--- src/rtl/ddr_axi_master.sv ---
// Single-beat 64-bit AXI master behind a level-request DDR port, one transaction at a time.
// Define DDR_AXI_ADDR_CHECK_EN to reject addresses outside 0x0010_0000-0x3FFF_FFFF locally.
module ddr_axi_master #(
  parameter logic [5:0] AXI_ID = 6'd0
) (
  input  logic        clk,
  input  logic        reset,
  input  logic        ddr_req,
  input  logic [31:0] ddr_addr,
  input  logic [63:0] ddr_wdata,
  input  logic [7:0]  ddr_wstrb,
  output logic [63:0] ddr_rdata,
  output logic        ddr_ready,
  output logic        ddr_busy,
  output logic        ddr_err,
  output logic [5:0]  awid,
  output logic [31:0] awaddr,
  output logic [3:0]  awlen,
  output logic [2:0]  awsize,
  output logic [1:0]  awburst,
  output logic        awvalid,
  input  logic        awready,
  output logic [63:0] wdata,
  output logic [7:0]  wstrb,
  output logic        wlast,
  output logic        wvalid,
  input  logic        wready,
  input  logic [1:0]  bresp,
  input  logic        bvalid,
  output logic        bready,
  output logic [5:0]  arid,
  output logic [31:0] araddr,
  output logic [3:0]  arlen,
  output logic [2:0]  arsize,
  output logic [1:0]  arburst,
  output logic        arvalid,
  input  logic        arready,
  input  logic [63:0] rdata,
  input  logic [1:0]  rresp,
  input  logic        rlast,
  input  logic        rvalid,
  output logic        rready
);

  typedef enum logic [2:0] {IDLE, WADDR, WRESP, RADDR, RDATA, DONE} state_t;

  state_t      state;
  logic [31:0] addr_r;
  logic [63:0] wdata_r;
  logic [7:0]  wstrb_r;
  logic        addr_bad;
  logic        unused_ok;

  always_comb begin
    addr_bad = 1'b0;
`ifdef DDR_AXI_ADDR_CHECK_EN
    addr_bad = (ddr_addr < 32'h0010_0000) || (ddr_addr > 32'h3FFF_FFFF);
`endif
  end

  assign awid    = AXI_ID;
  assign arid    = AXI_ID;
  assign awlen   = 4'd0;
  assign arlen   = 4'd0;
  assign awsize  = 3'd3;
  assign arsize  = 3'd3;
  assign awburst = 2'b01;
  assign arburst = 2'b01;
  assign wlast   = 1'b1;
  assign awaddr  = {addr_r[31:3], 3'b000};
  assign araddr  = {addr_r[31:3], 3'b000};
  assign wdata   = wdata_r;
  assign wstrb   = wstrb_r;

  // Single-beat bursts make rlast redundant; the byte offset never reaches the bus.
  assign unused_ok = ^{rlast, addr_r[2:0]};

  // Request payload is captured only at acceptance, so it stays stable under AXI back-pressure.
  always_ff @(posedge clk) begin
    if (state == IDLE && ddr_req) begin
      addr_r  <= ddr_addr;
      wdata_r <= ddr_wdata;
      wstrb_r <= ddr_wstrb;
    end
  end

  always_ff @(posedge clk) begin
    if (reset) begin
      state     <= IDLE;
      awvalid   <= 1'b0;
      wvalid    <= 1'b0;
      arvalid   <= 1'b0;
      bready    <= 1'b0;
      rready    <= 1'b0;
      ddr_ready <= 1'b0;
      ddr_busy  <= 1'b0;
      ddr_err   <= 1'b0;
      ddr_rdata <= 64'd0;
    end else begin
      ddr_ready <= 1'b0;
      ddr_err   <= 1'b0;
      case (state)
        IDLE: begin
          if (ddr_req) begin
            ddr_busy <= 1'b1;
            if (addr_bad) begin
              state     <= DONE;
              ddr_ready <= 1'b1;
              ddr_err   <= 1'b1;
            end else if (ddr_wstrb != 8'h00) begin
              state   <= WADDR;
              awvalid <= 1'b1;
              wvalid  <= 1'b1;
            end else begin
              state   <= RADDR;
              arvalid <= 1'b1;
            end
          end
        end
        WADDR: begin
          if (awvalid && awready) awvalid <= 1'b0;
          if (wvalid && wready) wvalid <= 1'b0;
          // Each channel is done once its valid has dropped or is handshaking now.
          if ((!awvalid || awready) && (!wvalid || wready)) begin
            state  <= WRESP;
            bready <= 1'b1;
          end
        end
        WRESP: begin
          if (bvalid) begin
            state     <= DONE;
            bready    <= 1'b0;
            ddr_ready <= 1'b1;
            ddr_err   <= (bresp != 2'b00);
          end
        end
        RADDR: begin
          if (arready) begin
            state   <= RDATA;
            arvalid <= 1'b0;
            rready  <= 1'b1;
          end
        end
        RDATA: begin
          if (rvalid) begin
            state     <= DONE;
            rready    <= 1'b0;
            ddr_rdata <= rdata;
            ddr_ready <= 1'b1;
            ddr_err   <= (rresp != 2'b00);
          end
        end
        DONE: begin
          state    <= IDLE;
          ddr_busy <= 1'b0;
        end
        default: state <= IDLE;
      endcase
    end
  end

endmodule
--- config.mk ---
export PLATFORM = sky130hd
export DESIGN_NAME = ddr_axi_master
export DESIGN_NICKNAME = d
export VERILOG_FILES = /design/src/rtl/ddr_axi_master.sv
export SDC_FILE = /design/constraint.sdc
export NUM_CORES = 1
export LEC_CHECK = 0
export CORE_AREA = 3 3 163 165
export DETAILED_ROUTE_END_ITERATION = 10
export DIE_AREA = 0 0 166 168
export GPL_ROUTABILITY_DRIVEN = 0
export SETUP_SLACK_MARGIN = 0.02
export SLEW_MARGIN = 0
export SYNTH_ARGS = -nofsm -noshare
export SYNTH_HDL_FRONTEND = slang
export SYNTH_SLANG_ARGS = --single-unit
--- constraint.sdc ---
create_clock -name clk -period 10.1 [get_ports clk]
set_clock_uncertainty 0.05 [all_clocks]
set_input_delay 2.02 -clock clk [delete_from_list [all_inputs] [get_ports clk]]
set_output_delay 2.02 -clock clk [all_outputs]
set_load 0.02 [all_outputs]
==> flow_summary.yaml <==
route:
  drt_iter0_markers: 262
  drtAntennaViolNets: 0
  via_per_inst: 4.08
  routed-via-count: 4938
  drt-wirelength-per-cell_um: 17.5
  first_pass_iters: 4
  post-route-drc-count: 0
  routed_wl_um: 21100
power_and_ir_drop:
  swShare: 0.278
  internal_power_uw: 1300
  clkPwrFrac: 0.366
  max-vdd-ir-drop_uv: 74.9
  leakage_uw: 0.00368
  p_per_area_mw_per_mm2: 169
  seqPwrFrac: 0.462
  pwr-share-comb: 0.173
  switching_power_uw: 502
synthesis:
  synth.most_common_cell: "nand2_1"
  ys.flop_type: "edfxtp_1"
  synth.distinct_cells: 38
  netlist_top_cells_area: "edfxtp_1 (48%), dfxtp_1 (24%), nand2_1 (8.3%), buf_4 (8.2%), a21oi_1 (5.7%)"
  synth_common_cells: "nand2_1 (139), edfxtp_1 (101), dfxtp_1 (75)"
  synth_edf_count: 101
  yosysTopAreaCellShare: 0.480
  yosys_warnings: 0
  syn-instance-count: 519
  synthArstFlopShare: 0
  synth_area_per_cell_sq_um: 12.2
  yosys_register_bits: 176
  syn_area_sq_mm: 0.00632
  yosysTopAreaCell: "edfxtp_1"
  yosysSeqAreaShare: 0.718
setup_path:
  critPathTopFamily: "buffers and inverters"
  max_stage_delay_ns: 0.85
  path_buf_inv: 3
  critPathLaunchType: "input port"
  end_kind: "register"
  slowest_stage: "buf_4"
  path_max_fanout: 81
  cp.arrival_ns: 4.30
  crit_chain: "clkdlybuf4s50_1, nand2b_1, nor3_2, buf_4, buf_4, nand2_1, a21oi_1"
  path_class: "input port to register"
  cp_common_cell: "buf_4"
  cp_data_required_time_ns: 10.40
layout:
  syn_to_final_growth_pct: 68.9
  diodes: 0
  drive_gt1_frac: 0.0546
  layout.nets: 1047
  postLayoutCellArea_sq_mm: 0.0107
run_status:
  status: "complete, no violations"
clock_tree:
  cts_tree: "built"
  cts_resized: 0
  post_cts.repair.setup_buffers: 0
  cts.sinks: 176
  htree_levels: 4
  clk_path_buf_depth: 2
  cts_hold_buf: 0
  clk_pin_slew_ns: 0.07
  cts-root-buf: "clkbuf_16"
  clock_latency_ns: 0.42
  cts_inserted_buffers: 17
floorplan:
  die_w_um: 166
  start_util: 0.251
  fp.dieH_um: 168
  ioPinCount: 420
  die_area_sq_mm: 0.0279
  rows: 58
  core_sq_mm: 0.0252
timing:
  fmaxAchievable_mhz: 250
  maxSlewViolCount: 0
  hold_viol: 0
  tightest_slew_ns: 1.03
  setup_viol: 0
  tns_ns: 0
  rsz0062_at_grt: "no"
  relSlewSlack: 0.314
  fin_crit_ns: 4.01
  fin_crit_sh: 0.397
place:
  place.port_buffers: 378
  place_area_sq_mm: 0.0101
  hpwl_um: 15700
grt:
  grt_pass1_vias: 4788
  grt_pass1_wl_um: 30300
  overflow: 0
  grt_max_degree: 82
  track_usage: 0.144
  antenna_found_initial: 0
flow_run:
  cap_violations: 0
min_path:
  hold_class: "register to register"
==> metrics by stage <==
stage	setup WS, ns	cells	util	hold WS (ns)	power (uW)
2_1_floorplan	0.343	554	-	0.483	1010
3_3_place_gp	5.64	1177	0.401	0.391	1160
3_5_place_dp	5.62	1177	0.401	0.396	1170
4_1_cts	6.06	1209	0.424	0.406	1840
5_1_grt	5.90	1209	0.424	0.421	1890
6_report	6.09	1209	0.424	0.402	1810
==> worst reg2reg max path, cell delays in order, from the launching register on <==
cell and delay, ns:
dfxtp_1 0.54, nand2b_1 0.30, nor3_2 0.11, buf_4 0.32, buf_4 0.86, nand2_1 0.20
a21oi_1 0.17
==> routing by layer <==
layer	routed length, um	track usage	vias to the layer above	share of wire
met2	11000	0.254	225	0.52
met3	1980	0.0664	8	0.094
li1	-	-	2362	-
met4	237	0.0391	0	0.011
met1	7940	0.158	2343	0.38
met5	0	0	-	0
==> layout by cell type, fill, tap and decap left out, drive strengths merged <==
master / count
inv: 15
clkdlybuf4s50: 377
nor2b: 1
a21oi: 72
o21ba: 1
o221a: 1
and4b: 1
nand3: 1
nor4: 2
and2: 1
o2111ai: 2
o31a: 1
o22ai: 2
a311oi: 1
a221oi: 1
nor3b: 1
conb: 37
or4b: 1
clkinv: 2
dfxtp: 75
nand3b: 1
nand2b: 2
clkbuf: 18
buf: 7
nor2: 5
nand4b: 1
a21bo: 1
nor3: 3
a2bb2oi: 1
o21ai: 2
a31oi: 1
a32oi: 1
nand2: 139
edfxtp: 101
o211ai: 1
==> power by group through the flow <==
stage	Combinational [uW]	Clock, uW	Sequential [uW]
floorplan	93.4	0	912
global placement	314	0	849
detailed placement	315	0	850
CTS	317	684	834
global route	327	720	839
finish	312	660	833
==> sequential cells by signal (all words and copies together) (netlist names) <==
| name | cells |
|---|---|
| arvalid | 1 |
| bready | 1 |
| ddr_err | 1 |
| wdata | 64 |
| ddr_busy | 1 |
| state | 3 |
| ddr_ready | 1 |
| rready | 1 |
| awvalid | 1 |
| wvalid | 1 |
| wstrb | 8 |
| addr_r | 29 |
| ddr_rdata | 64 |
==> worst paths after layout <==
path,endpoint,slack [ns],cells after the start,startpoint
worst max register to register,wvalid,7.47,6,state[1]
worst min register to register,ddr_rdata[51],0.40,2,ddr_rdata[51]
worst max-delay path,wvalid,6.09,7,ddr_req
worst min-delay path,ddr_rdata[51],0.40,2,ddr_rdata[51]
==> final cells by class <==
type	instances	area [sq um]
inverters	3	11.3
clock inverters	14	153
multi-input cells	284	1310
repair buffers	384	3820
clock buffers	18	429
well taps	330	413
fillers	2370	14500
flip-flops and latches	176	4530
==> kinds of logic after synthesis <==
| logic type | after synthesis | synth area share |
|---|---|---|
| AO/OA/AOI/OAI | 88 | 0.0796 |
| buffers and inverters | 94 | 0.0988 |
| flip-flops | 176 | 0.718 |
| other | 2 | 0.00119 |
| AND/OR/NAND/NOR | 159 | 0.103 |
(Power assumes the default switching activity.)
